### src/rtl/crossbar_wb_ctrl.sv
// Wishbone-controlled pulse sequencer for the ReRAM crossbar: selects one cell,
// drives timed SET/RESET/READ enables and captures the sense comparator result.
module crossbar_wb_ctrl #(
  parameter int          ROWS      = 8,
  parameter int          COLS      = 8,
  parameter logic [31:0] BASE_ADDR = 32'h3000_0000
) (
  input  logic            wb_clk_i,
  input  logic            wb_rst_i,
  input  logic            wbs_stb_i,
  input  logic            wbs_cyc_i,
  input  logic            wbs_we_i,
  input  logic [3:0]      wbs_sel_i,
  input  logic [31:0]     wbs_adr_i,
  input  logic [31:0]     wbs_dat_i,
  output logic            wbs_ack_o,
  output logic [31:0]     wbs_dat_o,
  input  logic            sense_i,
  output logic [ROWS-1:0] row_sel,
  output logic [COLS-1:0] col_sel,
  output logic            set_en,
  output logic            rst_en,
  output logic            read_en,
  output logic            irq
);
  localparam logic [1:0] OP_READ  = 2'b00;
  localparam logic [1:0] OP_SET   = 2'b01;
  localparam logic [1:0] OP_RESET = 2'b10;
  localparam logic [1:0] OP_ILL   = 2'b11;
  localparam logic [4:0] LP_ROWS  = 5'(ROWS);
  localparam logic [4:0] LP_COLS  = 5'(COLS);

  typedef enum logic [2:0] {
    S_IDLE, S_SETUP, S_PULSE, S_CAPTURE, S_RELEASE
  } state_t;

  state_t      r_state, w_next;
  logic        r_ack;
  logic [1:0]  r_op;
  logic        r_irq_en;
  logic [3:0]  r_row, r_col;
  logic [15:0] r_pulse_w, r_settle;
  logic        r_done, r_err, r_sense;
  logic [15:0] r_count;
  logic [15:0] r_cnt;
  logic        r_sync1, r_sync2;

  logic        w_hit, w_wr, w_busy, w_start, w_bad, w_launch, w_cnt_zero, w_clr_done;
  logic [2:0]  w_idx;
  logic [1:0]  w_new_op;
  logic [31:0] w_rdata;
  logic        w_unused;

  function automatic logic [15:0] f_len(input logic [15:0] n);
    return (n == 16'd0) ? 16'd0 : n - 16'd1;
  endfunction

  assign w_hit      = (wbs_adr_i[31:8] == BASE_ADDR[31:8]);
  assign w_idx      = wbs_adr_i[4:2];
  // Writes commit at the end of the ack cycle; the master holds the request until it sees ack.
  assign w_wr       = r_ack & wbs_stb_i & wbs_cyc_i & w_hit & wbs_we_i;
  assign w_busy     = (r_state != S_IDLE);
  assign w_new_op   = wbs_sel_i[0] ? wbs_dat_i[2:1] : r_op;
  assign w_start    = w_wr & (w_idx == 3'd0) & wbs_sel_i[0] & wbs_dat_i[0] & ~w_busy;
  assign w_bad      = (w_new_op == OP_ILL) | ({1'b0, r_row} >= LP_ROWS) |
                      ({1'b0, r_col} >= LP_COLS);
  assign w_launch   = w_start & ~w_bad;
  assign w_cnt_zero = (r_cnt == 16'd0);
  assign w_clr_done = w_wr & (w_idx == 3'd3) & wbs_sel_i[0] & wbs_dat_i[1];
  assign w_unused   = ^{wbs_adr_i[7:5], wbs_adr_i[1:0]};

  always_ff @(posedge wb_clk_i or posedge wb_rst_i) begin
    if (wb_rst_i) r_state <= S_IDLE;
    else          r_state <= w_next;
  end

  always_comb begin
    w_next = r_state;
    case (r_state)
      S_IDLE:    if (w_launch)   w_next = S_SETUP;
      S_SETUP:   if (w_cnt_zero) w_next = S_PULSE;
      S_PULSE:   if (w_cnt_zero) w_next = (r_op == OP_READ) ? S_CAPTURE : S_RELEASE;
      S_CAPTURE: if (w_cnt_zero) w_next = S_RELEASE;
      S_RELEASE: w_next = S_IDLE;
      default:   w_next = S_IDLE;
    endcase
  end

  // Outputs decode straight from state so an async reset drops them at once.
  always_comb begin
    row_sel = '0;
    col_sel = '0;
    for (int i = 0; i < ROWS; i++) row_sel[i] = w_busy && (r_row == 4'(i));
    for (int j = 0; j < COLS; j++) col_sel[j] = w_busy && (r_col == 4'(j));
    set_en  = (r_state == S_PULSE) && (r_op == OP_SET);
    rst_en  = (r_state == S_PULSE) && (r_op == OP_RESET);
    read_en = ((r_state == S_PULSE) || (r_state == S_CAPTURE)) && (r_op == OP_READ);
  end

  // Phase counter holds cycles remaining minus one in the current timed state.
  always_ff @(posedge wb_clk_i or posedge wb_rst_i) begin
    if (wb_rst_i) begin
      r_cnt <= 16'd0;
    end else if (w_next != r_state) begin
      case (w_next)
        S_SETUP:   r_cnt <= f_len(r_settle);
        S_PULSE:   r_cnt <= f_len(r_pulse_w);
        S_CAPTURE: r_cnt <= 16'd1;
        default:   r_cnt <= 16'd0;
      endcase
    end else if (!w_cnt_zero) begin
      r_cnt <= r_cnt - 16'd1;
    end
  end

  always_ff @(posedge wb_clk_i or posedge wb_rst_i) begin
    if (wb_rst_i) begin
      r_sync1 <= 1'b0;
      r_sync2 <= 1'b0;
    end else begin
      r_sync1 <= sense_i;
      r_sync2 <= r_sync1;
    end
  end

  always_ff @(posedge wb_clk_i or posedge wb_rst_i) begin
    if (wb_rst_i) r_ack <= 1'b0;
    else          r_ack <= wbs_stb_i & wbs_cyc_i & w_hit & ~r_ack;
  end

  always_ff @(posedge wb_clk_i or posedge wb_rst_i) begin
    if (wb_rst_i) begin
      r_op      <= 2'b00;
      r_irq_en  <= 1'b0;
      r_row     <= 4'd0;
      r_col     <= 4'd0;
      r_pulse_w <= 16'd0;
      r_settle  <= 16'd0;
      r_done    <= 1'b0;
      r_err     <= 1'b0;
      r_sense   <= 1'b0;
      r_count   <= 16'd0;
    end else begin
      if (w_wr && !w_busy) begin
        case (w_idx)
          3'd0: if (wbs_sel_i[0]) begin
            r_op     <= wbs_dat_i[2:1];
            r_irq_en <= wbs_dat_i[3];
          end
          3'd1: begin
            if (wbs_sel_i[0]) r_row <= wbs_dat_i[3:0];
            if (wbs_sel_i[1]) r_col <= wbs_dat_i[11:8];
          end
          3'd2: begin
            if (wbs_sel_i[0]) r_pulse_w[7:0]  <= wbs_dat_i[7:0];
            if (wbs_sel_i[1]) r_pulse_w[15:8] <= wbs_dat_i[15:8];
            if (wbs_sel_i[2]) r_settle[7:0]   <= wbs_dat_i[23:16];
            if (wbs_sel_i[3]) r_settle[15:8]  <= wbs_dat_i[31:24];
          end
          default: ;
        endcase
      end
      // Completion outranks a same-cycle software clear of done.
      if (w_start) begin
        r_err  <= w_bad;
        r_done <= w_bad;
      end else if (r_state == S_RELEASE) begin
        r_done <= 1'b1;
      end else if (w_clr_done) begin
        r_done <= 1'b0;
      end
      if (r_state == S_RELEASE) r_count <= r_count + 16'd1;
      if ((r_state == S_CAPTURE) && w_cnt_zero) r_sense <= r_sync2;
    end
  end

  always_comb begin
    w_rdata = 32'd0;
    case (w_idx)
      3'd0:    w_rdata = {28'd0, r_irq_en, r_op, 1'b0};
      3'd1:    w_rdata = {20'd0, r_col, 4'd0, r_row};
      3'd2:    w_rdata = {r_settle, r_pulse_w};
      3'd3:    w_rdata = {28'd0, r_sense, r_err, r_done, w_busy};
      3'd4:    w_rdata = {16'd0, r_count};
      default: w_rdata = 32'd0;
    endcase
  end

  assign wbs_ack_o = r_ack;
  assign wbs_dat_o = r_ack ? w_rdata : 32'd0;
  assign irq       = r_done & r_irq_en;
endmodule

### config.mk
export PLATFORM = sky130hd
export DESIGN_NAME = crossbar_wb_ctrl
export DESIGN_NICKNAME = d
export VERILOG_FILES = /design/src/rtl/crossbar_wb_ctrl.sv
export SDC_FILE = /design/constraint.sdc
export NUM_CORES = 1
export LEC_CHECK = 0
export CORE_ASPECT_RATIO = 0.8
export CORE_UTILIZATION = 50
export DETAILED_ROUTE_END_ITERATION = 8
export PLACE_DENSITY = 0.86
export SLEW_MARGIN = 10
export SYNTH_ARGS = -nofsm -noshare
export SYNTH_HDL_FRONTEND = slang
export SYNTH_SLANG_ARGS = --single-unit
### constraint.sdc
create_clock -name wb_clk_i -period 7.2 [get_ports wb_clk_i]
set_clock_uncertainty 0.1 [all_clocks]
set_input_delay 1.08 -clock wb_clk_i [delete_from_list [all_inputs] [get_ports wb_clk_i]]
set_output_delay 1.08 -clock wb_clk_i [all_outputs]
set_load 0.01 [all_outputs]
Word level (Yosys, flattened, before mapping)
Cells that the tools add are included.

operators by class
  equality and inequality tests = 31
  $lt $le $gt $ge = 2
  bitwise operators = 21
  $add $sub $neg = 4
  reductions and logical operators = 41
  multiplexer cells = 17

operators by type and width
  operator               count
  $pmux 32 s5            1
  $mux 16                4
  $logic_not 16->1       3
  $pmux 16 s3            1
  $sub 16x1->16 const B  3
  $eq 4x3->1 const B     8
  $mux 32                1
  $eq 24x22->1 const B   1
  $logic_and 1x1->1      21
  $reduce_and 3->1       7
  $eq 3x2->1 const B     6
  $add 16x1->16 const B  1
  $and 1x1->1            16
  $eq 4x2->1 const B     4
  $mux 3                 5
  $pmux 3 s4             1
  $eq 3x1->1 const B     3
  $eq 4x1->1 const B     2
  $ge 4x4->1 const B     2
  $logic_not 4->1        2
  $eq 3x3->1 const B     2
  $logic_not 3->1        2
  $reduce_bool 3->1      2
  $eq 2x2->1 const B     2
  other kinds (11)       16

storage, ports and cells
  output and inout bits = 53
  register bits after elaboration = 84
  bits of input ports = 74

Depth between registers and ports, before layout
Gate-level depths: netlist (run 1).

  word-level depth = 14
  depth in mapped cells = 10
  depth with buffers taken out = 9

Worst setup path before layout (run 1)
No wires, ideal clock.

  kind = input -> output
  from = input port wbs_adr_i[3]
  to = output port wbs_dat_o[10]
  setup slack = 3857 ps
  stages on the path = 5
  data arrival time = 2163 ps
  buffers on the path = 2
  required time = 6020 ps
  cell sequence = buf_2 -> nor3b_1 -> clkbuf_1 -> a21oi_1 -> nor2_1

between the ends
  longest elaborated chain between the ends = 3
  elaborated cells between the ends (all ways) = 7
  classes of those cells = 4 x eq/ne; 2 x mux; 1 x reduce/logical

RTL lines
  what                                line  RTL
  from (decl)                         14    input logic [31:0] wbs_adr_i,
  $eq 3x3->1 (tied with other cells)  179   case (w_idx)
  $pmux 32 s5 (*)                     179
  $mux 32 (*)                         190   assign wbs_dat_o = r_ack ? w_rdata : 32'd0;
  to (decl)                           17    output logic [31:0] wbs_dat_o,

Mark *: on every way between the ends. The rest lies on a longest branch, timed or not.

Final worst setup path (run 1)
  from = input port wbs_adr_i[2]
  to = output port wbs_dat_o[3]

Same word-level chain as after synthesis.

==> results of run 1 <==
[power breakdown]
| group | leakage [nW] | internal [mW] | switching (mW) |
|---|---|---|---|
| Combinational | 1.62 | 0.0361 | 0.0276 |
| Sequential | 1.10 | 0.472 | 0.000164 |
| Clock | 0.152 | 0.288 | 0.198 |
[Yosys cell counts, drive strengths merged, types with 13 or more instances]
cell type  instances
a22oi             30
nand3             15
nor2              67
dfrtp             84
xnor2             36
nand2             43
nor4              14
and3              20
mux2              46
inv               13
nor3              18
o21ai             22
xor2              17
[cell usage in the layout, fill, tap and decap left out, types with 12 or more instances in the layout]
master	Yosys	routed
a21oi_1	12	12
a22oi_1	29	29
and3_1	20	20
clkdlybuf4s50_1	0	121
dfrtp_1	84	84
inv_1	13	12
mux2_2	40	40
nand2_1	39	39
nand3_1	15	15
nor2_1	66	66
nor3_1	16	16
xnor2_1	36	36
xor2_1	17	17
[worst max-delay path, stage by stage]
cell             delay, ps
clkdlybuf4s50_1        780
nor2b_1                710
a22oi_1                210
o22a_1                 260
nor2_1                 100
clkdlybuf4s50_1        550
[area by class of cell]
class                           count  area, um^2
Clock buffer                       11         253
Clock inverter                      4        56.3
Sequential cell                    84        2100
Fill cell                         776        3370
Timing Repair Buffer              125        1240
Multi-Input combinational cell    429        2990
Tap cell                          140         175
Inverter                           14        53.8
[routing by layer]
metal / vias to the layer above / track usage (%) / part of all wire (%)
met5: - / 0 / 0
met3: 32 / 6.35 / 7.9
li1: 2201 / - / -
met1: 2352 / 37.3 / 42
met4: 0 / 10.4 / 2.3
met2: 263 / 47.7 / 48
[per-stage QoR]
stage	hold slack, ps	setup WS, ps
floorplan	231	3850
global placement	245	2500
detailed placement	253	2430
CTS	265	2390
global route	269	2200
finish	258	2320
[how the worst max path moves through the flow]
stage,end,start,slack [ps]
6_report,wbs_dat_o[3],wbs_adr_i[2],2320
5_1_grt,wbs_dat_o[0],wbs_adr_i[2],2200
4_1_cts,wbs_dat_o[3],wbs_adr_i[2],2390
3_5_place_dp,wbs_dat_o[3],wbs_adr_i[2],2430
3_3_place_gp,wbs_dat_o[11],wbs_adr_i[2],2500
2_1_floorplan,r_cnt[0]$_DFFE_PP0P_,wb_rst_i,3850
[registers in the layout, summed over array words and instances (netlist names), 2 cells and up]
name,count
r_cnt,16
r_count,16
r_pulse_w,16
r_settle,16
r_col,4
r_row,4
r_state,3
r_op,2
[kinds of logic after synthesis]
| kind of cell | count (synthesis) | share of synthesized area (%) |
|---|---|---|
| simple gates | 243 | 26.2 |
| flops | 84 | 40.1 |
| fa+ha+maj | 6 | 1.43 |
| buf+inv | 36 | 3.03 |
| xor+xnor | 53 | 8.85 |
| mux | 47 | 10.1 |
| compound gates | 80 | 10.4 |
==> results.cfg, run 1 <==
[status]
outcome = finished, final reports clean

[synth]
synthTopCellsByArea = dfrtp_1 (40%), mux2_2 (8.6%), xnor2_1 (6.0%)
postSynthCellCount = 549
ys_seq_area_share_pct = 40.1
synth_top_area_share_pct = 40.1
synthArstFlopShare_pct = 100
yosys_register_bits = 84
synth_edf_count = 0
synth_area_mm2 = 0.00524
ys_warn_count = 0
ys_types = 63
avgSynthCellArea_um2 = 9.55
synth_fp_nets = 629
yosys.area.top_type = dfrtp_1
synthFlopType = dfrtp_1

[floorplanning]
die-area_mm2 = 0.0109
io_pins = 127
die_y_um = 93.6
die_w_um = 116
core-area_mm2 = 0.0102
row_count = 33
initial_core_util_pct = 51.2

[cts]
postCtsResizedCells = 0
cts_tree = yes
cts.sinks = 84
numCtsBuffers = 9
worstSkewPairLatency_ps = 340
cts-root-buf = clkbuf_16
cts_setup_buffers = 0
htreeDepth = 3
clkSlewWorstSetupHoldPaths_ps = 60
cts_max_path_buffers = 2
hold_buffers = 0

[power]
p_total_mw = 1.02
p_per_area_mw_per_mm2 = 149
peakVddDrop_uv = 91.4
p_leak_nw = 2.87

[sta]
clock.fmax_ghz = 0.205
rsz0062_at_grt = no
slew_violations = 0
tightest_slew_ps = 1080
setup_viol = 0
final.period_utilization_pct = 67.8
slew_headroom_pct = 27.9
hold_viol_final = 0
period_needed_ps = 4880
finalSetupTns_ps = 0

[final_layout]
instances_no_fill = 807
num_antenna_cells = 0
area_growth_pct = 31.0
final_util_pct = 67.1
drive_gt1_share_pct = 12.6
fin_area_mm2 = 0.00687
layout.nets = 743

[place]
gp_congestion = 0.894
hpwlAfterDp_mm = 10.9
io_buffers = 121
place_inst = 792
dpl_cell_area_mm2 = 0.00656

[drt]
routed_wl_mm = 15.1
wl_per_cell_um = 18.7
viasPerCell = 6.01
dr.first_iter.drc_count = 483
drc = 0
firstDrtPassIters = 5
ant_nets = 0
vias = 4848

[global_routing]
grt-ovfl-total = 0
grt_first_pass_wirelength_mm = 24.1
grt_pass1_vias = 4899
grt_max_degree = 85
track_usage_pct = 29.0
antenna_found_initial = 0

[min_path]
hp-class = reg2reg
min_path_cells = 0
min-delay-start = r_sync1$_DFF_PP0_
hold_path_end = r_sync2$_DFF_PP0_

[job]
maxCapViolCount = 0

[worst_setup_path]
cp.required_ps = 6020
timing.rr.end = r_cnt[1]$_DFFE_PP0P_
path_class = in2out
worstRegToRegCells = 9
r2r_setup_slack_ps = 4290
worstPathMaxFanout = 13
rr_startpoint = r_cnt[0]$_DFFE_PP0P_
crit_arrival_ps = 3700
start_kind = input pin
worst_setup_path_end_kind = primary output
No activity file was read; power rests on OpenSTA's default activity.
==> run 2: changes to the inputs <==
==> constraint.sdc (replaced) <==
create_clock -name wb_clk_i -period 4.6 [get_ports wb_clk_i]
set_clock_uncertainty 0.1 [all_clocks]
set_input_delay 0.69 -clock wb_clk_i [delete_from_list [all_inputs] [get_ports wb_clk_i]]
set_output_delay 0.69 -clock wb_clk_i [all_outputs]
set_load 0.01 [all_outputs]
==> run 2 against run 1 <==
  * Final cell count increased by 0.37%
  * Via count decreased by 2.0%
  * Combinational power increased by 56%
  * Clock power increased by 52%
  * Largest cell class unchanged
  * Register-to-register slack got worse by 2500 ps
  * Die area unchanged
  * First-iteration DRC count decreased by 30%
  * Sequential cell count unchanged
==> results.cfg, run 2 (synthesis gave the netlist of run 1 again) <==
[status]
outcome = finished, final reports clean

[floorplanning]
row_count = 33
io_pins = 127
initial_core_util_pct = 51.2
core-area_mm2 = 0.0102
die_w_um = 116
die_y_um = 93.6
die-area_mm2 = 0.0109

[final_layout]
mostFrequentLayoutCells = clkdlybuf4s50_1 (121), dfrtp_1 (84), nor2_1 (66)
layout.nets = 745
area_growth_pct = 31.2
fin_area_mm2 = 0.00688
multi_input_area_mm2 = 0.00299
layout_commonest_cell = clkdlybuf4s50_1
final_util_pct = 67.2
drive_gt1_share_pct = 12.7
area.sequential_mm2 = 0.00210
fillers = 798
num_antenna_cells = 0
instances_no_fill = 810

[worst_setup_path]
start_kind = input pin
cp.required_ps = 3810
crit_chain = clkdlybuf4s50_1, nor2b_1, buf_4, a22oi_1, nor2_1, a21oi_1, nor2_1, clkdlybuf4s50_1
cp_num_cells = 8
path_delay_family = buffers and inverters
path_class = in2out
critical_path.slowest_cell = clkdlybuf4s50_1
worst_setup_path_end_kind = primary output
crit_arrival_ps = 3080
worstRegToRegCells = 9
cpPeakStageDelay_ps = 780
worstPathMaxFanout = 13
cp_num_buf_inv = 3

[sta]
slew_violations = 0
tightest_slew_ps = 1050
period_needed_ps = 3870
hold_viol_final = 0
rsz0062_at_grt = no
finalSetupTns_ps = 0
clock.fmax_ghz = 0.258
final.period_utilization_pct = 84.2
slew_headroom_pct = 29.9
setup_viol = 0

[place]
gp_congestion = 0.933
io_buffers = 121
place_inst = 794
hpwlAfterDp_mm = 10.8
dpl_cell_area_mm2 = 0.00658

[drt]
firstDrtPassIters = 5
dr.first_iter.drc_count = 338
wl_per_cell_um = 17.8
vias = 4753
drc = 0
viasPerCell = 5.87
ant_nets = 0
routed_wl_mm = 14.4

[global_routing]
grt_max_degree = 85
grt_first_pass_wirelength_mm = 22.8
grt_pass1_vias = 4642
grt-ovfl-total = 0
track_usage_pct = 27.5
antenna_found_initial = 0

[power]
power.internal_mw = 1.24
p_sw_share_pct = 21.7
peakVddDrop_uv = 179
p_total_mw = 1.58
p_per_area_mw_per_mm2 = 230
p_sw_uw = 342
seq_power_share_pct = 46.9
clockPowerShare_pct = 46.9
comb_power_share_pct = 6.3
p_leak_nw = 2.88

[cts]
cts.sinks = 84
hold_buffers = 0
postCtsResizedCells = 0
clkSlewWorstSetupHoldPaths_ps = 60
cts_setup_buffers = 0
cts-root-buf = clkbuf_16
cts_max_path_buffers = 2
worstSkewPairLatency_ps = 340
htreeDepth = 3
cts_tree = yes
numCtsBuffers = 9

[job]
maxCapViolCount = 0

[min_path]
hp-class = reg2reg
min_path_cells = 0
==> run 2: cell count changes in the layout (fill, tap and decap cells not counted), sizes merged <==
cell	delta
buf	+2
clkbuf	+1
==> run 2: final timing paths <==
kind                            slack, ps                       to                 start
worst min-delay path                  250        r_sync2$_DFF_PP0_     r_sync1$_DFF_PP0_
worst max register to register       1830     r_cnt[1]$_DFFE_PP0P_  r_cnt[0]$_DFFE_PP0P_
min in group asynchronous             920  r_settle[9]$_DFFE_PP0P_              wb_rst_i
worst min register to register        250        r_sync2$_DFF_PP0_     r_sync1$_DFF_PP0_
max in group asynchronous            2820     r_row[2]$_DFFE_PP0P_              wb_rst_i
worst max-delay path                  730             wbs_dat_o[9]          wbs_adr_i[2]
==> run 2: area by class of cell <==
| type | count | share of cell area, % |
|---|---|---|
| multi-input cells | 429 | 43.4 |
| clock inverters | 4 | 0.819 |
| well taps | 140 | 2.55 |
| flip-flops and latches | 84 | 30.6 |
| clock buffers | 12 | 3.58 |
| inverters | 14 | 0.782 |
| repair buffers | 127 | 18.3 |
==> run 2: per-stage QoR <==
| stage | hold slack, ps | worst slack (ps) |
|---|---|---|
| 2_1_floorplan | 231 | 1640 |
| 3_3_place_gp | 245 | 826 |
| 3_5_place_dp | 241 | 825 |
| 4_1_cts | 254 | 758 |
| 5_1_grt | 267 | 555 |
| 6_report | 251 | 728 |
==> run 2: per-layer routing <==
layer	wire length (um)	up-vias	track usage, %
met2	6800	196	45.6
met4	314	0	8.23
met1	6360	2315	35.9
li1	-	2210	-
met3	953	32	6.09
met5	0	-	0
==> run 2: power by group through the flow <==
stage | clock [mW] | combinational (mW) | sequential (mW)
floorplan | 0 | 0.0279 | 0.754
global placement | 0 | 0.0978 | 0.754
detailed placement | 0 | 0.100 | 0.753
CTS | 0.744 | 0.101 | 0.740
global route | 0.779 | 0.107 | 0.739
finish | 0.740 | 0.0994 | 0.740
==> run 2: worst reg2reg max path: cells and delay by family (launching register included) <==
kind	cells	cell delay, ps
buffers and inverters	2	180
AO/OA/AOI/OAI	1	170
adder cells (fa/ha/maj)	1	220
multiplexers	1	380
AND/OR/NAND/NOR	4	1230
flip-flops	1	420
